File: src/rtl/sum_rank_sorter.sv
// Register-based insertion sorter: ranks one final pixel sum per image and drains (id, sum) pairs.
// Define SUM_RANK_ASCEND_EN for ascending (darkest first) ranking; descending by default.
module sum_rank_sorter #(
  parameter int DEPTH = 8,
  parameter int ID_W  = 3,
  parameter int SUM_W = 22
) (
  input  logic             clk,
  input  logic             reset,
  input  logic             clr,
  input  logic [SUM_W-1:0] sum_in,
  input  logic             sum_valid,
  output logic             in_ready,
  input  logic             rd_start,
  output logic             out_valid,
  input  logic             out_ready,
  output logic [ID_W-1:0]  out_id,
  output logic [SUM_W-1:0] out_sum,
  output logic             out_last,
  output logic [ID_W:0]    count,
  output logic             full,
  output logic             busy,
  output logic             dropped
);

  typedef enum logic {S_FILL, S_DRAIN} state_e;

  localparam logic [ID_W:0] DEPTH_C = (ID_W+1)'(DEPTH);

  state_e           state_q, state_d;
  logic [SUM_W-1:0] sum_q [DEPTH];
  logic [SUM_W-1:0] sum_d [DEPTH];
  logic [ID_W-1:0]  id_q  [DEPTH];
  logic [ID_W-1:0]  id_d  [DEPTH];
  logic [ID_W:0]    count_q, count_d;
  logic [ID_W-1:0]  ptr_q, ptr_d;
  logic             dropped_q, dropped_d;
  logic             out_valid_q, out_valid_d;
  logic [ID_W-1:0]  out_id_q, out_id_d;
  logic [SUM_W-1:0] out_sum_q, out_sum_d;
  logic             out_last_q, out_last_d;

  logic             insert;
  logic [DEPTH-1:0] place;

  assign in_ready  = (state_q == S_FILL) && (count_q < DEPTH_C);
  assign insert    = sum_valid && in_ready;
  assign out_valid = out_valid_q;
  assign out_id    = out_id_q;
  assign out_sum   = out_sum_q;
  assign out_last  = out_last_q;
  assign count     = count_q;
  assign full      = (count_q == DEPTH_C);
  assign busy      = (state_q == S_DRAIN);
  assign dropped   = dropped_q;

  // Empty slots count as "worse", so place[] is a thermometer starting at the insertion slot.
  always_comb begin
    place = '0;
    for (int i = 0; i < DEPTH; i++) begin
`ifdef SUM_RANK_ASCEND_EN
      place[i] = ((ID_W+1)'(i) >= count_q) || (sum_q[i] > sum_in);
`else
      place[i] = ((ID_W+1)'(i) >= count_q) || (sum_q[i] < sum_in);
`endif
    end
  end

  // NOTE: every combinational output gets a default first so no path can infer a latch.
  always_comb begin
    state_d     = state_q;
    sum_d       = sum_q;
    id_d        = id_q;
    count_d     = count_q;
    ptr_d       = ptr_q;
    dropped_d   = dropped_q | (sum_valid & ~in_ready);
    out_valid_d = 1'b0;
    out_id_d    = '0;
    out_sum_d   = '0;
    out_last_d  = 1'b0;

    if (clr) begin
      state_d   = S_FILL;
      count_d   = '0;
      ptr_d     = '0;
      dropped_d = 1'b0;
      for (int i = 0; i < DEPTH; i++) begin
        sum_d[i] = '0;
        id_d[i]  = '0;
      end
    end else begin
      case (state_q)
        S_FILL: begin
          if (insert) begin
            if (place[0]) begin
              sum_d[0] = sum_in;
              id_d[0]  = count_q[ID_W-1:0];
            end
            for (int i = 1; i < DEPTH; i++) begin
              if (place[i] && place[i-1]) begin
                sum_d[i] = sum_q[i-1];
                id_d[i]  = id_q[i-1];
              end else if (place[i]) begin
                sum_d[i] = sum_in;
                id_d[i]  = count_q[ID_W-1:0];
              end
            end
            count_d = count_q + 1'b1;
          end
          if (rd_start && (count_q != '0)) begin
            state_d = S_DRAIN;
            ptr_d   = '0;
          end
        end
        S_DRAIN: begin
          if (out_valid_q && out_ready) begin
            if (out_last_q) begin
              state_d = S_FILL;
              count_d = '0;
              ptr_d   = '0;
              for (int i = 0; i < DEPTH; i++) begin
                sum_d[i] = '0;
                id_d[i]  = '0;
              end
            end else begin
              ptr_d = ptr_q + 1'b1;
            end
          end
        end
        default: state_d = S_FILL;
      endcase
    end

    // Registered outputs are looked up from next-state so they appear the cycle after the edge.
    if (state_d == S_DRAIN) begin
      out_valid_d = 1'b1;
      out_id_d    = id_d[ptr_d];
      out_sum_d   = sum_d[ptr_d];
      out_last_d  = ({1'b0, ptr_d} == (count_d - 1'b1));
    end
  end

  // NOTE: the slot array is reset explicitly because reset must leave every slot at zero.
  always_ff @(posedge clk or negedge reset) begin
    if (!reset) begin
      state_q     <= S_FILL;
      count_q     <= '0;
      ptr_q       <= '0;
      dropped_q   <= 1'b0;
      out_valid_q <= 1'b0;
      out_id_q    <= '0;
      out_sum_q   <= '0;
      out_last_q  <= 1'b0;
      for (int i = 0; i < DEPTH; i++) begin
        sum_q[i] <= '0;
        id_q[i]  <= '0;
      end
    end else begin
      // NOTE: non-blocking updates keep every register sampling the pre-edge values.
      state_q     <= state_d;
      count_q     <= count_d;
      ptr_q       <= ptr_d;
      dropped_q   <= dropped_d;
      out_valid_q <= out_valid_d;
      out_id_q    <= out_id_d;
      out_sum_q   <= out_sum_d;
      out_last_q  <= out_last_d;
      sum_q       <= sum_d;
      id_q        <= id_d;
    end
  end

endmodule

File: config.mk
export PLATFORM = sky130hd
export DESIGN_NAME = sum_rank_sorter
export DESIGN_NICKNAME = d
export VERILOG_FILES = /design/src/rtl/sum_rank_sorter.sv
export SDC_FILE = /design/constraint.sdc
export NUM_CORES = 1
export LEC_CHECK = 0
export ABC_AREA = 1
export CAP_MARGIN = 25
export CORE_AREA = 2 2 185 187
export CTS_CLUSTER_DIAMETER = 60
export CTS_CLUSTER_SIZE = 20
export DETAILED_ROUTE_END_ITERATION = 6
export DIE_AREA = 0 0 187 189
export PLACE_DENSITY = 0.82
export SYNTH_ARGS = -nofsm -noshare
export SYNTH_HDL_FRONTEND = slang
export SYNTH_SLANG_ARGS = --single-unit
File: constraint.sdc
create_clock -name clk -period 7.2 [get_ports clk]
set_input_delay 1.44 -clock clk [delete_from_list [all_inputs] [get_ports clk]]
set_output_delay 1.44 -clock clk [all_outputs]
set_load 0.03 [all_outputs]
* Word level (Yosys, flattened, before mapping)
Index checks and enable logic that the tools add are counted.
** Operators by class
- Equal/unequal tests :: 2
- Bitwise gates (word level) :: 5
- Reduce and logical (&&, ||, !) cells :: 20
- Order comparisons :: 18
- Multiplexer cells :: 66
- Add/subtract/negate cells :: 3
** Operators by type and width (number)
- $mux 176 :: 4
- $mux 22 :: 18
- $pmux 176 s2 :: 1
- $lt 22x22->1 :: 8
- $mux 24 :: 4
- $bmux 22 s3 :: 1
- $mux 3 :: 22
- $pmux 24 s2 :: 1
- $ge 3x4->1 const A :: 4
- $mux 4 :: 4
- $logic_and 1x1->1 :: 11
- $bmux 3 s3 :: 1
- $ge 1x4->1 const A :: 2
- $ge 2x4->1 const A :: 2
- $logic_or 1x1->1 :: 8
- $pmux 4 s2 :: 1
- $mux 1 :: 7
- $pmux 3 s2 :: 1
- $add 4x1->4 const B :: 1
- $eq 3x4->1 :: 1
- $eq 4x4->1 const B :: 1
- $ge 4x4->1 const B :: 1
- $lt 4x4->1 const B :: 1
- $not 3->4 :: 1
- other kinds (7) :: 8
** Storage, ports and cells
- Register bits :: 236
- Input port bits :: 28
- Output and inout port bits :: 35
- Logic and storage cells :: 138

* Depth between registers and ports, before layout
Gate-level depths: netlist (run 1).
- Depth in word-level cells :: 11
- Gate-level depth with buffers :: 24
- Mapped depth without buffers :: 22

* Least setup slack after synthesis (run 1)
Ideal clock, no wire load.
- Path kind :: input port to flip-flop
- Start :: input port sum_in[21]
- End :: register out_sum_q[17] (netlist: out_sum[17])
- Path slack :: 3409 ps
- Path buffers :: 1
- Data required time :: 7081 ps
- Arrival :: 3672 ps
- Stages on the path :: 19
- Setup time :: 119 ps
- Cells stage by stage :: clkinv_1 ha_1 nand2_1 nor2_1 a21boi_0 nor2_1 nand3_2 nand2_2 inv_1 clkbuf_1 nand3_1 nand3b_1 nand2_1 nand2_1 nand3_1 nand2_1 nand2_1 nand2_1 nor2_1
** On the way
- Cells in the longest elaborated chain, start to end :: 11
- Elaborated cells on any way between the ends :: 45
** Ends and longest elaborated chain
- start, declared :: RTL line 11 : input logic [SUM_W-1:0] sum_in,
- $lt 22x22->1 :: RTL line 64 : place[i] = ((ID_W+1)'(i) >= count_q) || (sum_q[i] < sum_in);
- $logic_or 1x1->1 :: RTL line 64
- $mux 22 or $logic_and 1x1->1 (tied branches) :: RTL line 103, 100
- $mux 22 :: RTL line 100 : if (place[i] && place[i-1]) begin
- $mux 176 (*) :: RTL line 94 : if (insert) begin
- $pmux 176 s2 (*) :: RTL line 92 : case (state_q)
- $mux 176 (*) :: RTL line 82 : if (clr) begin
- $bmux 22 s3 (*) :: RTL line 138 : out_sum_d = sum_d[ptr_d];
- $mux 22 (not written as such) (*) (2 in series) :: RTL line 138
- $mux 22 (*) :: RTL line 135 : if (state_d == S_DRAIN) begin
- net out_sum_d[17] :: RTL line 40 : logic [SUM_W-1:0] out_sum_q, out_sum_d;
- end signal, assigned :: RTL line 166 : out_sum_q <= out_sum_d;
- end, declared :: RTL line 40
Mark *: on every way through the listed nets, which the timed path passes. The rest lies on a longest branch. The select of a mux whose other input is x is not followed.

* Worst setup path after layout (run 1)
- Start :: input port sum_in[21]
- End :: register out_sum_q[0] (netlist: out_sum[0])
Same word-level chain as after synthesis.

==> flow_summary_export.csv, run 1 <==
group,metric,value,unit
status,status,"finished clean",
min_path,min_from,"dropped",
floorplanning,die_w,187,um
global_route,grt_pass1_wl,115000,um
power,irDropWorstVdd,0.207,mV
timing,tightestPinTransition,1.10,ns
placed_design,dp_hpwl,47100,um
global_route,grt_usage,0.397,
timing,fin_crit,5.47,ns
setup_path,critical_path.max_fanout,23,
cts,path_clk_slew,0.06,ns
cells_and_area,finish.utilization,0.695,
cts,postCtsHoldBufs,0,
cts,clk_path_buf_depth,3,
cts,cts_tree,"done",
cells_and_area,multi_input_area,13200,sq um
global_route,gr-max-usage-layer,"met2",
synth,synth-edff-count,0,
run,cap_viol_max_count,0,
cts,post_cts_buffers,0,
global_route,overflow,0,
setup_path,cp-start-kind,"primary input",
floorplanning,die_y,189,um
floorplanning,start_util,0.641,
floorplanning,coreArea,33300,sq um
cts,cts_resized,0,
synth,synthArstFlopShare,1.00,
routing,vias,23247,
power,power_per_cell_area,166,nW/um^2
routing,wl,71000,um
timing,fin_tns_setup,0,ns
placed_design,portBuffers,62,
synth,synth_cell_types,42,
cells_and_area,area_growth,8.36,%
cells_and_area,insertedDiodeCount,0,
synth,ys.warnings.count,0,
global_route,first_global_vias,22081,
timing,skew,0.0236,ns
global_route,grt.met2_usage,0.630,
setup_path,required,7.66,ns
global_route,met1_usage,0.524,
cts,cts_made_buffers,30,
cells_and_area,fillers,2837,
setup_path,r2r_start,"count[0]",
routing,drc,0,
timing,slew_viol_final,0,
global_route,use_met3,0.0714,
power,leakagePower,13.1,nW
cts,clk_latency,0.58,ns
global_route,grt_max_degree,177,
timing,rsz0062_at_grt,"false",
cells_and_area,ff_latch_area,5880,sq um
global_route,antenna_found_initial,0,
floorplanning,rows,67,
min_path,hold_class,"reg2reg",
cells_and_area,drive_gt1_frac,0.0460,
timing,finalHoldViolCount,0,
synth,synth-main-ff-cell,"dfrtp_1",
synth,synth.cell_area,21300,sq um
synth,syn_inst,3438,
routing,post_drt_wl_per_cell,18.4,um
timing,slew_headroom,0.265,
synth,syn-num-nets,3639,
floorplanning,ios,63,
floorplanning,dieArea,35300,sq um
synth,synth_seq_cells,235,
routing,drt_iter0_markers,2752,
setup_path,endpoint_kind,"flip-flop",
setup_path,r2r_cells,16,
routing,via_per_inst,6.02,
cts,cts.sinks,235,
synth,syn_area_per_cell,6.21,sq um
placed_design,routabilityCongestion,0.937,
cts,cts-root-buf,"clkbuf_16",
setup_path,critPathKind,"in2reg",
timing,max_freq,183,MHz
min_path,min_path_cells,2,
timing,setup_viol,0,
cts,h-tree-depth,1,
synth,seq_area_frac_synth,0.276,
cells_and_area,num-nets-final,3591,
setup_path,startpoint,"sum_in[21]",
routing,detail-route-antenna-nets,0,
setup_path,worstPathArrival,5.93,ns
routing,first_pass_iters,5,
timing,finalCritPeriodShare,0.759,
[cells in the mapped netlist, types with 16 or more instances]
library cell | number | area share
nand3_1 | 546 | 0.13
buf_2 | 64 | 0.015
a21oi_1 | 291 | 0.068
nor2_1 | 106 | 0.019
clkinv_1 | 24 | 0.0042
and2_1 | 17 | 0.0050
inv_1 | 323 | 0.057
buf_1 | 18 | 0.0032
nand2_1 | 1293 | 0.23
o21ai_0 | 81 | 0.019
buf_4 | 16 | 0.0056
clkbuf_1 | 96 | 0.017
ha_1 | 173 | 0.10
dfrtp_1 | 235 | 0.28
nand3b_1 | 75 | 0.026
[cell families (layout without fill, tap and decap cells)]
kind of cell	count (synthesis)	in the layout	share of synthesized area
AOI/OAI and AO/OA	410	410	0.102
buffers and inverters	558	534	0.106
adders and majority gates	173	173	0.101
xor gates and xnor gates	4	4	0.00164
and+or+nand+nor	2058	2058	0.413
DFF	235	235	0.276
[area by class of cell]
cell class | count | area share
clock buffer | 34 | 0.0349
tap | 448 | 0.0242
timing repair buffer | 118 | 0.0467
multi-input combinational | 2645 | 0.572
sequential | 235 | 0.254
clock inverter | 22 | 0.00893
inverter | 360 | 0.0589
[layout by cell type (no fill, tap or decap), types with 4 or more instances in the layout]
cell             instances
o21ai_2                  4
clkinv_4                 7
nand2_1               1291
clkdlybuf4s50_1         60
a21o_1                  14
and2_1                  17
clkbuf_16               31
o21ai_0                 81
nor2_1                 105
nand2_2                 10
dfrtp_1                235
ha_1                   173
clkinv_1                24
clkinv_2                 4
nand3_1                546
inv_6                   10
inv_2                   12
inv_1                  321
nand3b_1                75
buf_4                   54
a21oi_1                291
o21bai_1                 7
[per-stage QoR]
step                cells  hold WS, ns  total power (W)  setup WS, ns  cell area, sq um
floorplan            3438        0.513          0.00198          3.41             21300
global placement     3805        0.476          0.00225          1.42             22100
detailed placement   3806        0.476          0.00228          1.33             22100
CTS                  3862        0.491          0.00382          1.91             23100
global route         3862        0.545          0.00400          1.34             23100
finish               3862        0.491          0.00385          1.73             23100
[flip-flops by register name (all words and copies together), names as in the netlist]
signal,cells
sum_q,176
id_q,24
out_sum,22
count,4
out_id,3
ptr_q,3
dropped,1
out_last,1
out_valid,1
[worst max-delay path, cell delays in order]
cell and delay (ns):
clkdlybuf4s50_1 0.46, clkinv_1 0.44, buf_4 0.36, ha_1 0.30
nand2_1 0.07, nor2_1 0.16, a21boi_0 0.23, nor2_1 0.08
nand3_2 0.07, buf_4 0.24, nand2_2 0.32, inv_1 0.68
nand3_1 0.15, nand3b_1 0.15, nand2_1 0.06, nand2_1 0.06
nand3_1 0.14, nand2_1 0.15, nand2_1 0.06, nand2_1 0.19
nor2_1 0.06
[path summary, 6_finish.rpt]
check | slack (ns) | end
max | 1.73 | out_sum[0]
min | 0.49 | dropped
max reg2reg | 3.23 | out_sum[2]
min reg2reg | 0.49 | dropped
max in group asynchronous | 4.95 | sum_q[43]
min in group asynchronous | 0.78 | sum_q[138]
[metal layers]
layer	up-vias	part of all wire	wire (um)
met5	-	0	0
met4	0	0.050	3530
met3	239	0.11	8150
met2	1527	0.44	31300
met1	10486	0.39	28000
li1	10995	-	-
[power by group]
| part | internal, W | leakage, nW | switching, W |
|---|---|---|---|
| sequential | 0.00136 | 3.25 | 0.0000481 |
| clock | 0.000865 | 0.501 | 0.000697 |
| combinational | 0.000260 | 9.35 | 0.000615 |
| total | 0.00249 | 13.1 | 0.00136 |
Note: power is estimated with default switching activity, not from simulation.
==> run 2: changes to the inputs <==
--- a/config.mk
+++ b/config.mk
@@ -7,11 +7,11 @@
 export LEC_CHECK = 0
 export ABC_AREA = 1
 export CAP_MARGIN = 25
-export CORE_AREA = 2 2 185 187
+export CORE_AREA = 2 2 186 188
 export CTS_CLUSTER_DIAMETER = 60
 export CTS_CLUSTER_SIZE = 20
 export DETAILED_ROUTE_END_ITERATION = 6
-export DIE_AREA = 0 0 187 189
+export DIE_AREA = 0 0 188 190
 export PLACE_DENSITY = 0.82
 export SYNTH_ARGS = -nofsm -noshare
 export SYNTH_HDL_FRONTEND = slang
==> constraint.sdc (replaced) <==
create_clock -name clk -period 5.4 [get_ports clk]
set_input_delay 1.08 -clock clk [delete_from_list [all_inputs] [get_ports clk]]
set_output_delay 1.08 -clock clk [all_outputs]
set_load 0.03 [all_outputs]
==> run 2 against run 1 <==
Against the previous run:
- critical path depth shrank 3
- design area is 1.3% higher
- final cell count grew 0.83%
- sequential power is 33% higher
- critical endpoint is now out_sum[4]
==> flow_summary_export.csv, run 2 (same netlist as run 1, synthesis figures left out) <==
group,metric,value,unit
cts,clk_path_buf_depth,3,
floorplanning,die_y,190,um
cts,postCtsHoldBufs,0,
min_path,hold_class,"in2async",
cts,cts_tree,"done",
cts,clk_latency,0.59,ns
timing,fin_tns_setup,0,ns
routing,via_per_inst,5.98,
cells_and_area,final_common_cell,"nand2_1",
setup_path,critPathKind,"in2reg",
timing,hold_ws,0.416,ns
setup_path,reg2reg_to,"out_sum[16]",
floorplanning,die_w,188,um
routing,drc,0,
timing,tightestPinTransition,1.07,ns
cells_and_area,num-nets-final,3618,
cts,cts_resized,0,
timing,fin_crit,4.55,ns
timing,max_freq,220,MHz
setup_path,r2r_cells,15,
placed_design,portBuffers,62,
floorplanning,coreArea,33900,sq um
status,status,"finished clean",
routing,first_pass_iters,7,
cells_and_area,layout_common_cells,"1291 x nand2_1, 546 x nand3_1, 321 x inv_1",
setup_path,critical_path.max_fanout,25,
placed_design,dp_hpwl,48700,um
global_route,first_global_vias,22221,
routing,detail-route-antenna-nets,0,
cts,cts_made_buffers,29,
routing,post_drt_wl_per_cell,18.6,um
global_route,grt_pass1_wl,116000,um
cts,h-tree-depth,1,
timing,setup_ws,0.850,ns
global_route,overflow,0,
cells_and_area,finish.utilization,0.690,
cells_and_area,largest-register,"sum_q",
timing,slew_viol_final,0,
cells_and_area,fillers,2948,
cts,path_clk_slew,0.07,ns
global_route,grt_usage,0.402,
placed_design,routabilityCongestion,0.936,
placed_design,dp_slack,0.446,ns
setup_path,required,5.85,ns
setup_path,r2r_slack,1.83,ns
setup_path,endpoint,"out_sum[4]",
setup_path,worstPathArrival,5.00,ns
global_route,grt_max_degree,151,
timing,skew,0.0148,ns
cts,cts-root-buf,"clkbuf_16",
power,power,0.00526,W
timing,finalCritPeriodShare,0.843,
setup_path,r2r_start,"count[0]",
cells_and_area,area_growth,9.79,%
routing,drt_iter0_markers,2995,
timing,setup_viol,0,
timing,slew_headroom,0.288,
cells_and_area,drive_gt1_frac,0.0529,
run,cap_viol_max_count,0,
setup_path,cp-start-kind,"primary input",
power,leakagePower,13.3,nW
setup_path,startpoint,"sum_in[21]",
routing,vias,23298,
setup_path,endpoint_kind,"flip-flop",
power,irDropWorstVdd,0.314,mV
floorplanning,ios,63,
routing,wl,72500,um
floorplanning,dieArea,35700,sq um
floorplanning,rows,68,
power,power_per_cell_area,224,nW/um^2
floorplanning,start_util,0.629,
cts,post_cts_buffers,0,
cells_and_area,largest_reg_flops,176,
global_route,antenna_found_initial,2,
timing,rsz0062_at_grt,"false",
cts,cts.sinks,235,
timing,finalHoldViolCount,0,
## run 2: worst min path at each step
stage	to	slack, ns	cells after the start
after floorplan	id_q[0]	0.51	2
after global placement	dropped	0.48	2
after detailed placement	dropped	0.49	2
after CTS	sum_q[160]	0.46	1
after global routing	sum_q[161]	0.48	1
final	sum_q[160]	0.42	1
## run 2: cell type report
cell class / instances / area [sq um] / share of cell area
sequential: 235 / 5880 / 0.251
clock buffer: 29 / 726 / 0.0310
tap: 455 / 569 / 0.0243
timing repair buffer: 146 / 1350 / 0.0574
inverter: 360 / 1360 / 0.0582
clock inverter: 23 / 317 / 0.0135
antenna: 1 / 2.50 / 0.000107
multi-input combinational: 2645 / 13200 / 0.565
## run 2: where the power goes
part	switching, W	leakage, nW	internal, W
sequential	0.0000640	3.25	0.00182
clock	0.000948	0.513	0.00122
combinational	0.000845	9.50	0.000361
## run 2: per-stage QoR
| stage | instance area, sq um | cells |
|---|---|---|
| 2_1_floorplan | 21300 | 3438 |
| 3_3_place_gp | 22400 | 3841 |
| 3_5_place_dp | 22400 | 3841 |
| 4_1_cts | 23400 | 3893 |
| 5_1_grt | 23400 | 3893 |
| 6_report | 23400 | 3894 |
## run 2: per-layer routing
metal,vias to the layer above,wire [um],track usage
met4,6,3600,0.201
met2,1378,31600,0.633
met5,-,41,0
met3,260,8480,0.0790
met1,10593,28800,0.530
li1,11061,-,-
## run 2: critical path: stages
cell and delay, ns:
clkdlybuf4s50_1 0.47, clkinv_1 0.42, ha_1 0.53, nand2_1 0.07, nor2_1 0.18, nand3_1 0.10, nor2_1 0.10, nor2_1 0.05
nand3_1 0.08, nand2_2 0.21, nand2_2 0.54, nand2_1 0.10, nand3_1 0.11, nand2_1 0.07, nand3_1 0.07, nand3_1 0.17
a21oi_1 0.52, nor2_1 0.09
